--- src/rtl/image_stream_tx_pkg.sv ---
// Shared defaults, FSM encoding and sizing helper for the image transmit path.
package image_stream_tx_pkg;

    localparam int IMG_WIDTH       = 410;
    localparam int IMG_HEIGHT      = 361;
    localparam int IMG_RESIZE_SIZE = 3;
    localparam int IMG_PIX_W       = 8;
    localparam int IMG_ADDR_W      = 18;

    // sof, eol, eof travel with every pixel
    localparam int FLAG_W = 3;

    typedef enum logic [1:0] {
        ST_IDLE   = 2'd0,
        ST_STREAM = 2'd1,
        ST_DRAIN  = 2'd2,
        ST_DONE   = 2'd3
    } state_e;

    function automatic int cnt_w(input int range);
        return (range > 1) ? $clog2(range) : 1;
    endfunction

endpackage

--- src/rtl/image_stream_tx_if.sv ---
// Valid/ready pixel stream with frame qualifiers; master drives pixels, slave drives ready.
interface image_stream_tx_if
    import image_stream_tx_pkg::*;
#(
    parameter int PIX_W = IMG_PIX_W
);

    logic [PIX_W-1:0] image_output;
    logic             out_valid;
    logic             out_ready;
    logic             sof;
    logic             eol;
    logic             eof;

    modport master (
        output image_output, out_valid, sof, eol, eof,
        input  out_ready
    );

    modport slave (
        input  image_output, out_valid, sof, eol, eof,
        output out_ready
    );

endinterface

--- src/rtl/pix_fifo2.sv ---
// Two-entry FIFO with occupancy count; push while full is accepted only alongside a pop.
module pix_fifo2 #(
    parameter int DW = 11
) (
    input  logic          clk,
    input  logic          rst_n,
    input  logic          push,
    input  logic [DW-1:0] din,
    input  logic          pop,
    output logic [DW-1:0] dout,
    output logic [1:0]    count
);

    logic [DW-1:0] mem_q [2];
    logic [DW-1:0] mem_d [2];
    logic          wr_ptr_q, wr_ptr_d;
    logic          rd_ptr_q, rd_ptr_d;
    logic [1:0]    count_q, count_d;
    logic          do_push, do_pop;

    always_comb begin
        do_pop   = pop && (count_q != 2'd0);
        do_push  = push && ((count_q != 2'd2) || do_pop);
        mem_d    = mem_q;
        wr_ptr_d = wr_ptr_q;
        rd_ptr_d = rd_ptr_q;
        if (do_push) begin
            mem_d[wr_ptr_q] = din;
            wr_ptr_d        = ~wr_ptr_q;
        end
        if (do_pop) begin
            rd_ptr_d = ~rd_ptr_q;
        end
        count_d = count_q + 2'(do_push) - 2'(do_pop);
    end

    always_ff @(posedge clk or negedge rst_n) begin
        if (!rst_n) begin
            mem_q    <= '{default: '0};
            wr_ptr_q <= 1'b0;
            rd_ptr_q <= 1'b0;
            count_q  <= 2'd0;
        end else begin
            mem_q    <= mem_d;
            wr_ptr_q <= wr_ptr_d;
            rd_ptr_q <= rd_ptr_d;
            count_q  <= count_d;
        end
    end

    assign dout  = mem_q[rd_ptr_q];
    assign count = count_q;

endmodule

--- src/rtl/image_stream_tx.sv ---
// Streams a buffered grayscale frame row-major, optionally nearest-neighbour upsampled,
// with a credit-limited read pipeline into a 2-entry FIFO.
module image_stream_tx
    import image_stream_tx_pkg::*;
#(
    parameter int WIDTH       = IMG_WIDTH,
    parameter int HEIGHT      = IMG_HEIGHT,
    parameter int RESIZE_SIZE = IMG_RESIZE_SIZE,
    parameter int PIX_W       = IMG_PIX_W,
    parameter int ADDR_W      = IMG_ADDR_W
) (
    input  logic              clk,
    input  logic              rst_n,
    input  logic              start,
    input  logic              scale,
    output logic              rd_en,
    output logic [ADDR_W-1:0] rd_addr,
    input  logic [PIX_W-1:0]  rd_data,
    output logic              busy,
    output logic              finish,
    image_stream_tx_if.master tx
);

    localparam int COL_W  = cnt_w(WIDTH);
    localparam int ROW_W  = cnt_w(HEIGHT);
    localparam int K_W    = cnt_w(RESIZE_SIZE);
    localparam int ENT_W  = PIX_W + FLAG_W;
    localparam int EOF_BIT = PIX_W;

    localparam logic [COL_W-1:0]  COL_LAST = COL_W'(WIDTH - 1);
    localparam logic [ROW_W-1:0]  ROW_LAST = ROW_W'(HEIGHT - 1);
    localparam logic [K_W-1:0]    K_UP     = K_W'(RESIZE_SIZE - 1);
    localparam logic [ADDR_W-1:0] ROW_STEP = ADDR_W'(WIDTH);

    state_e            state_q, state_d;
    logic              scale_q, scale_d;
    logic [COL_W-1:0]  col_q, col_d;
    logic [K_W-1:0]    kx_q, kx_d;
    logic [ROW_W-1:0]  row_q, row_d;
    logic [K_W-1:0]    ky_q, ky_d;
    logic [ADDR_W-1:0] row_base_q, row_base_d;
    logic              inflight_q, inflight_d;
    logic [FLAG_W-1:0] iflags_q, iflags_d;

    logic [K_W-1:0]    k_last;
    logic              rd_sof, rd_eol, rd_eof;
    logic [ENT_W-1:0]  fifo_din, fifo_dout;
    logic [1:0]        fifo_count;
    logic [2:0]        in_use;
    logic              credit_ok;
    logic              pop;

    assign k_last = scale_q ? K_UP : '0;

    // Qualifiers belong to the output pixel this read will become.
    assign rd_sof = (row_q == '0) && (ky_q == '0) && (col_q == '0) && (kx_q == '0);
    assign rd_eol = (col_q == COL_LAST) && (kx_q == k_last);
    assign rd_eof = rd_eol && (row_q == ROW_LAST) && (ky_q == k_last);

    assign pop    = tx.out_valid && tx.out_ready;
    assign in_use = {1'b0, fifo_count} + {2'b00, inflight_q};
    // A pop in this cycle frees a slot in time for the read issued now, which keeps 1 pixel/clk.
    assign credit_ok = (in_use < 3'd2) || pop;

    assign rd_en   = (state_q == ST_STREAM) && credit_ok;
    assign rd_addr = row_base_q + ADDR_W'(col_q);

    always_comb begin
        state_d    = state_q;
        scale_d    = scale_q;
        col_d      = col_q;
        kx_d       = kx_q;
        row_d      = row_q;
        ky_d       = ky_q;
        row_base_d = row_base_q;
        inflight_d = rd_en;
        iflags_d   = {rd_sof, rd_eol, rd_eof};

        unique case (state_q)
            ST_IDLE: begin
                if (start) begin
                    state_d    = ST_STREAM;
                    scale_d    = scale;
                    col_d      = '0;
                    kx_d       = '0;
                    row_d      = '0;
                    ky_d       = '0;
                    row_base_d = '0;
                end
            end
            ST_STREAM: begin
                if (rd_en) begin
                    if (kx_q == k_last) begin
                        kx_d = '0;
                        if (col_q == COL_LAST) begin
                            col_d = '0;
                            if (ky_q == k_last) begin
                                ky_d = '0;
                                if (row_q == ROW_LAST) begin
                                    row_d      = '0;
                                    row_base_d = '0;
                                end else begin
                                    row_d      = row_q + 1'b1;
                                    row_base_d = row_base_q + ROW_STEP;
                                end
                            end else begin
                                ky_d = ky_q + 1'b1;
                            end
                        end else begin
                            col_d = col_q + 1'b1;
                        end
                    end else begin
                        kx_d = kx_q + 1'b1;
                    end
                    if (rd_eof) begin
                        state_d = ST_DRAIN;
                    end
                end
            end
            ST_DRAIN: begin
                if (pop && fifo_dout[EOF_BIT]) begin
                    state_d = ST_DONE;
                end
            end
            ST_DONE: begin
                state_d = ST_IDLE;
            end
            default: begin
                state_d = ST_IDLE;
            end
        endcase
    end

    always_ff @(posedge clk or negedge rst_n) begin
        if (!rst_n) begin
            state_q    <= ST_IDLE;
            scale_q    <= 1'b0;
            col_q      <= '0;
            kx_q       <= '0;
            row_q      <= '0;
            ky_q       <= '0;
            row_base_q <= '0;
            inflight_q <= 1'b0;
            iflags_q   <= '0;
        end else begin
            state_q    <= state_d;
            scale_q    <= scale_d;
            col_q      <= col_d;
            kx_q       <= kx_d;
            row_q      <= row_d;
            ky_q       <= ky_d;
            row_base_q <= row_base_d;
            inflight_q <= inflight_d;
            iflags_q   <= iflags_d;
        end
    end

    // rd_data lands one cycle after rd_en, together with the flags captured at issue.
    assign fifo_din = {iflags_q, rd_data};

    pix_fifo2 #(
        .DW(ENT_W)
    ) u_fifo (
        .clk   (clk),
        .rst_n (rst_n),
        .push  (inflight_q),
        .din   (fifo_din),
        .pop   (pop),
        .dout  (fifo_dout),
        .count (fifo_count)
    );

    assign tx.out_valid    = (fifo_count != 2'd0);
    assign tx.image_output = tx.out_valid ? fifo_dout[PIX_W-1:0] : '0;
    assign tx.sof          = tx.out_valid && fifo_dout[ENT_W-1];
    assign tx.eol          = tx.out_valid && fifo_dout[ENT_W-2];
    assign tx.eof          = tx.out_valid && fifo_dout[EOF_BIT];

    assign busy   = (state_q != ST_IDLE);
    assign finish = (state_q == ST_DONE);

endmodule

--- src/flat_wrapper.sv ---
// flat-port wrapper written by rule: the top's interface ports become plain ports
module image_stream_tx_flat import image_stream_tx_pkg::*;
#(
    parameter int WIDTH       = IMG_WIDTH,
    parameter int HEIGHT      = IMG_HEIGHT,
    parameter int RESIZE_SIZE = IMG_RESIZE_SIZE,
    parameter int PIX_W       = IMG_PIX_W,
    parameter int ADDR_W      = IMG_ADDR_W
)
  (clk, rst_n, start, scale, rd_en, rd_addr, rd_data, busy, finish, tx_image_output, tx_out_valid, tx_sof, tx_eol, tx_eof, tx_out_ready);
  image_stream_tx_if #(.PIX_W(PIX_W)) tx_i ();
  input  logic clk;
  input  logic rst_n;
  input  logic start;
  input  logic scale;
  output logic rd_en;
  output logic [ADDR_W-1:0] rd_addr;
  input  logic [PIX_W-1:0] rd_data;
  output logic busy;
  output logic finish;
  output wire logic [$bits(tx_i.image_output)-1:0] tx_image_output;
  output wire logic [$bits(tx_i.out_valid)-1:0] tx_out_valid;
  output wire logic [$bits(tx_i.sof)-1:0] tx_sof;
  output wire logic [$bits(tx_i.eol)-1:0] tx_eol;
  output wire logic [$bits(tx_i.eof)-1:0] tx_eof;
  input wire logic [$bits(tx_i.out_ready)-1:0] tx_out_ready;
  assign tx_image_output = tx_i.image_output;
  assign tx_out_valid = tx_i.out_valid;
  assign tx_sof = tx_i.sof;
  assign tx_eol = tx_i.eol;
  assign tx_eof = tx_i.eof;
  assign tx_i.out_ready = tx_out_ready;
  image_stream_tx #(.WIDTH(WIDTH), .HEIGHT(HEIGHT), .RESIZE_SIZE(RESIZE_SIZE), .PIX_W(PIX_W), .ADDR_W(ADDR_W)) u_core (.clk(clk), .rst_n(rst_n), .start(start), .scale(scale), .rd_en(rd_en), .rd_addr(rd_addr), .rd_data(rd_data), .busy(busy), .finish(finish), .tx(tx_i));
endmodule
--- config.mk ---
export PLATFORM = sky130hd
export DESIGN_NAME = image_stream_tx_flat
export DESIGN_NICKNAME = d
export VERILOG_FILES = /design/src/rtl/image_stream_tx_pkg.sv /design/src/rtl/image_stream_tx_if.sv /design/src/rtl/pix_fifo2.sv /design/src/rtl/image_stream_tx.sv /design/src/flat_wrapper.sv
export SDC_FILE = /design/constraint.sdc
export NUM_CORES = 1
export LEC_CHECK = 0
export CAP_MARGIN = 15
export CORE_MARGIN = 5
export CORE_UTILIZATION = 25
export DETAILED_ROUTE_END_ITERATION = 7
export PLACE_DENSITY = 0.39
export SLEW_MARGIN = 20
export SYNTH_ARGS = -nofsm -noshare
export SYNTH_HDL_FRONTEND = slang
export SYNTH_SLANG_ARGS = --single-unit
--- constraint.sdc ---
create_clock -name clk -period 7.6 [get_ports clk]
set_clock_uncertainty 0.05 [all_clocks]
set_input_delay 1.52 -clock clk [delete_from_list [all_inputs] [get_ports clk]]
set_output_delay 1.52 -clock clk [all_outputs]
set_load 0.02 [all_outputs]
==> metrics.txt <==
status=complete, no violations; fill cell count=1830; initial antenna violation count=0; CTS tree=built; post_cts resized=0; DRC viols=0; total power=1.91 mW; Yosys reg bits=72; Place WS=2.86 ns; # hold bufs at CTS=0; top cells by area, synth=dfrtp_1 (41%), ha_1 (6.6%), mux2_2 (6.2%); grt ovf=0; Final setup viols=0; switching power=766 uW; busiest metal layer after global routing=met2; die area=20100 um^2; final hold viol count=0; crit-path max cell delay=0.83 ns; ys async rst share=100%; Via density=4.87; CP max-delay cell=o311ai_0; Clk Latency, worst-skew pair=0.34 ns; Synth Warn #=0; Critical Path RT=6.03 ns; worst setup margin=2.57 ns; final RePlAce weighted congestion=0.767; met2 GRT Util=17.9%; ant diodes=0; RSZ-0062 raised after global routing=false; Final min period=5.03 ns; Buf/Inv on CP=1; max-slew violation count=0; gr usage total=11.5%; Worst Hold Class=reg2reg; Max FO, Critical Path=5; post-CTS setup buffers=0; final WL=11100 um; PwrDens=359 nW/um^2; area post-placement=5010 um^2; Sw Ratio=40.0%; clock buffer depth=2; Lkg Pwr=2.31 nW; Design Area, Final=5320 um^2; Post-layout nets=528; proportion of power drawn by flip-flops and latches=31.5%; CP delay by family, top=compound AO/OA/AOI/OAI gates; Hold Slack=0.450 ns; IO buf count=45; total CTS buffers=9; sequential area share after synthesis=41.5%; share of cells above drive strength 1=10.5%; Synth Flop Type=dfrtp_1; Yosys cell types=58; Die X=142 um; Setup Crit Path Kind=reg2out; syn_nets=488; DRT antenna net count=0; via count=3513; Avg Inst Size Synth=9.64 um^2; CP endpoint kind=output pin; internal power=1.15 mW; cell area after synthesis=4350 um^2; DRT Pass-1 Iters=4; Post-synth EDFFs=0; Max-cap violations=0; clock share of power=22.3%; placement row count=48; wire per inst=15.4 um; met3 GRT Util=2.22%; die height=142 um; Max Clk Rate=199 MHz; core area=17200 um^2; worst slew pin tran=0.943 ns; Starting Density=25.3%; Combinational Power Share=46.1%; Rel. slew slack=36.3%; Initial DRC Count=123; largest net degree at the start of global routing=73; Fin Setup TNS=0 ns; clk slew on worst S/H paths=0.06 ns; Critical Path Start Type=flop; HPWL Detailed=7790 um; peak supply drop=152 uV; P&R area growth vs syn=22.5%; most common library cells after synthesis=dfrtp_1 (72), o21ai_0 (47), nor2_1 (41), inv_1 (29), mux2_2 (24); Final period util=66.2%; most common cell in the netlist=dfrtp_1; Clock Sinks=72; crit-path cells=ha_1 -> nor2b_1 -> o31a_1 -> o311ai_0 -> a21boi_0 -> xor2_1 -> clkdlybuf4s50_1; dominant cell type by area after synthesis=dfrtp_1; first-pass GRT wire length=18400 um; synthesized instance count=451; Root Driver=clkbuf_16; GR Util met1=15.6%; Synth top area share=41.5%; Boundary Pins=46; vias in the first global route=3492; # H-tree levels=3; worst endpoint data arrival time=3.46 ns
[sequential cells by signal, indices dropped and copies added, names as in the netlist, 2 cells and up]
signal / count
u_core.u_fifo.mem_q: 22
u_core.row_base_q: 17
u_core.col_q: 9
u_core.row_q: 9
u_core.iflags_q: 3
u_core.kx_q: 2
u_core.ky_q: 2
u_core.state_q: 2
u_core.u_fifo.count: 2
[layer usage]
| metal | routed length (um) | vias to the layer above | share of wire [%] |
|---|---|---|---|
| li1 | - | 1717 | - |
| met1 | 5390 | 1727 | 48 |
| met2 | 5160 | 52 | 46 |
| met3 | 340 | 17 | 3.1 |
| met4 | 242 | 0 | 2.2 |
| met5 | 0 | - | 0 |
[path summary, 6_finish.rpt]
| kind | depth (start not counted) | from | slack (ns) | end |
|---|---|---|---|---|
| min in group asynchronous | 2 | rst_n | 1.26 | u_core.u_fifo.mem_q[0] |
| max | 7 | u_core.row_base_q[2] | 2.57 | rd_addr[10] |
| max in group asynchronous | 2 | rst_n | 5.76 | u_core.row_base_q[9] |
| max reg2reg | 7 | u_core.state_q[1] | 4.43 | u_core.row_q[3] |
| min reg2reg | 1 | u_core.iflags_q[1] | 0.45 | u_core.u_fifo.mem_q[20] |
| min | 1 | u_core.iflags_q[1] | 0.45 | u_core.u_fifo.mem_q[20] |
[worst register-to-register path, delay by kind of cell (launching register included)]
kind            cells  cell delay, ns
buf+inv             1            0.10
compound gates      1            0.61
flops               1            0.40
fa+ha+maj           1            0.65
simple gates        4            1.30
[final cells by class]
class / count / area [um^2] / share of cell area (%)
Sequential cell: 72 / 1800 / 33.8
Multi-Input combinational cell: 332 / 2360 / 44.4
Clock buffer: 10 / 229 / 4.30
Inverter: 29 / 109 / 2.04
Tap cell: 225 / 282 / 5.29
Timing Repair Buffer: 47 / 472 / 8.86
Clock inverter: 6 / 68.8 / 1.29
[logic make-up after synthesis]
| kind of cell | count (synthesis) | synth area share, % |
|---|---|---|
| other cells | 1 | 0.0863 |
| simple gates | 129 | 15.8 |
| compound gates | 122 | 18.0 |
| fa+ha+maj | 24 | 7.08 |
| mux | 35 | 8.75 |
| flops | 72 | 41.5 |
| buf+inv | 47 | 4.58 |
| xor+xnor | 21 | 4.23 |
[metrics by stage]
| step | util [%] | instances |
|---|---|---|
| floorplan | - | 451 |
| global placement | 29.1 | 704 |
| detailed placement | 29.2 | 705 |
| CTS | 30.9 | 721 |
| global route | 31.0 | 721 |
| finish | 31.0 | 721 |
[power groups by stage]
stage	Sequential (mW)	Clock (mW)	Combinational (mW)
3_3_place_gp	0.607	0	0.886
5_1_grt	0.622	0.462	0.980
6_report	0.603	0.427	0.883
2_1_floorplan	0.556	0	0.598
3_5_place_dp	0.610	0	0.898
4_1_cts	0.604	0.449	0.902
[cells in the final DEF (no fill, tap or decap), types with 10 or more instances in the layout]
cell type         n
dfrtp_1          72
o21ai_0          47
clkdlybuf4s50_1  44
nor2_1           40
inv_1            29
mux2_2           24
nand2_1          23
ha_1             23
o31ai_1          19
a21oi_1          14
nand3_1          12
xnor2_1          11
mux2i_1          11
xor2_1           10
Note: power is estimated with default switching activity, not from simulation.
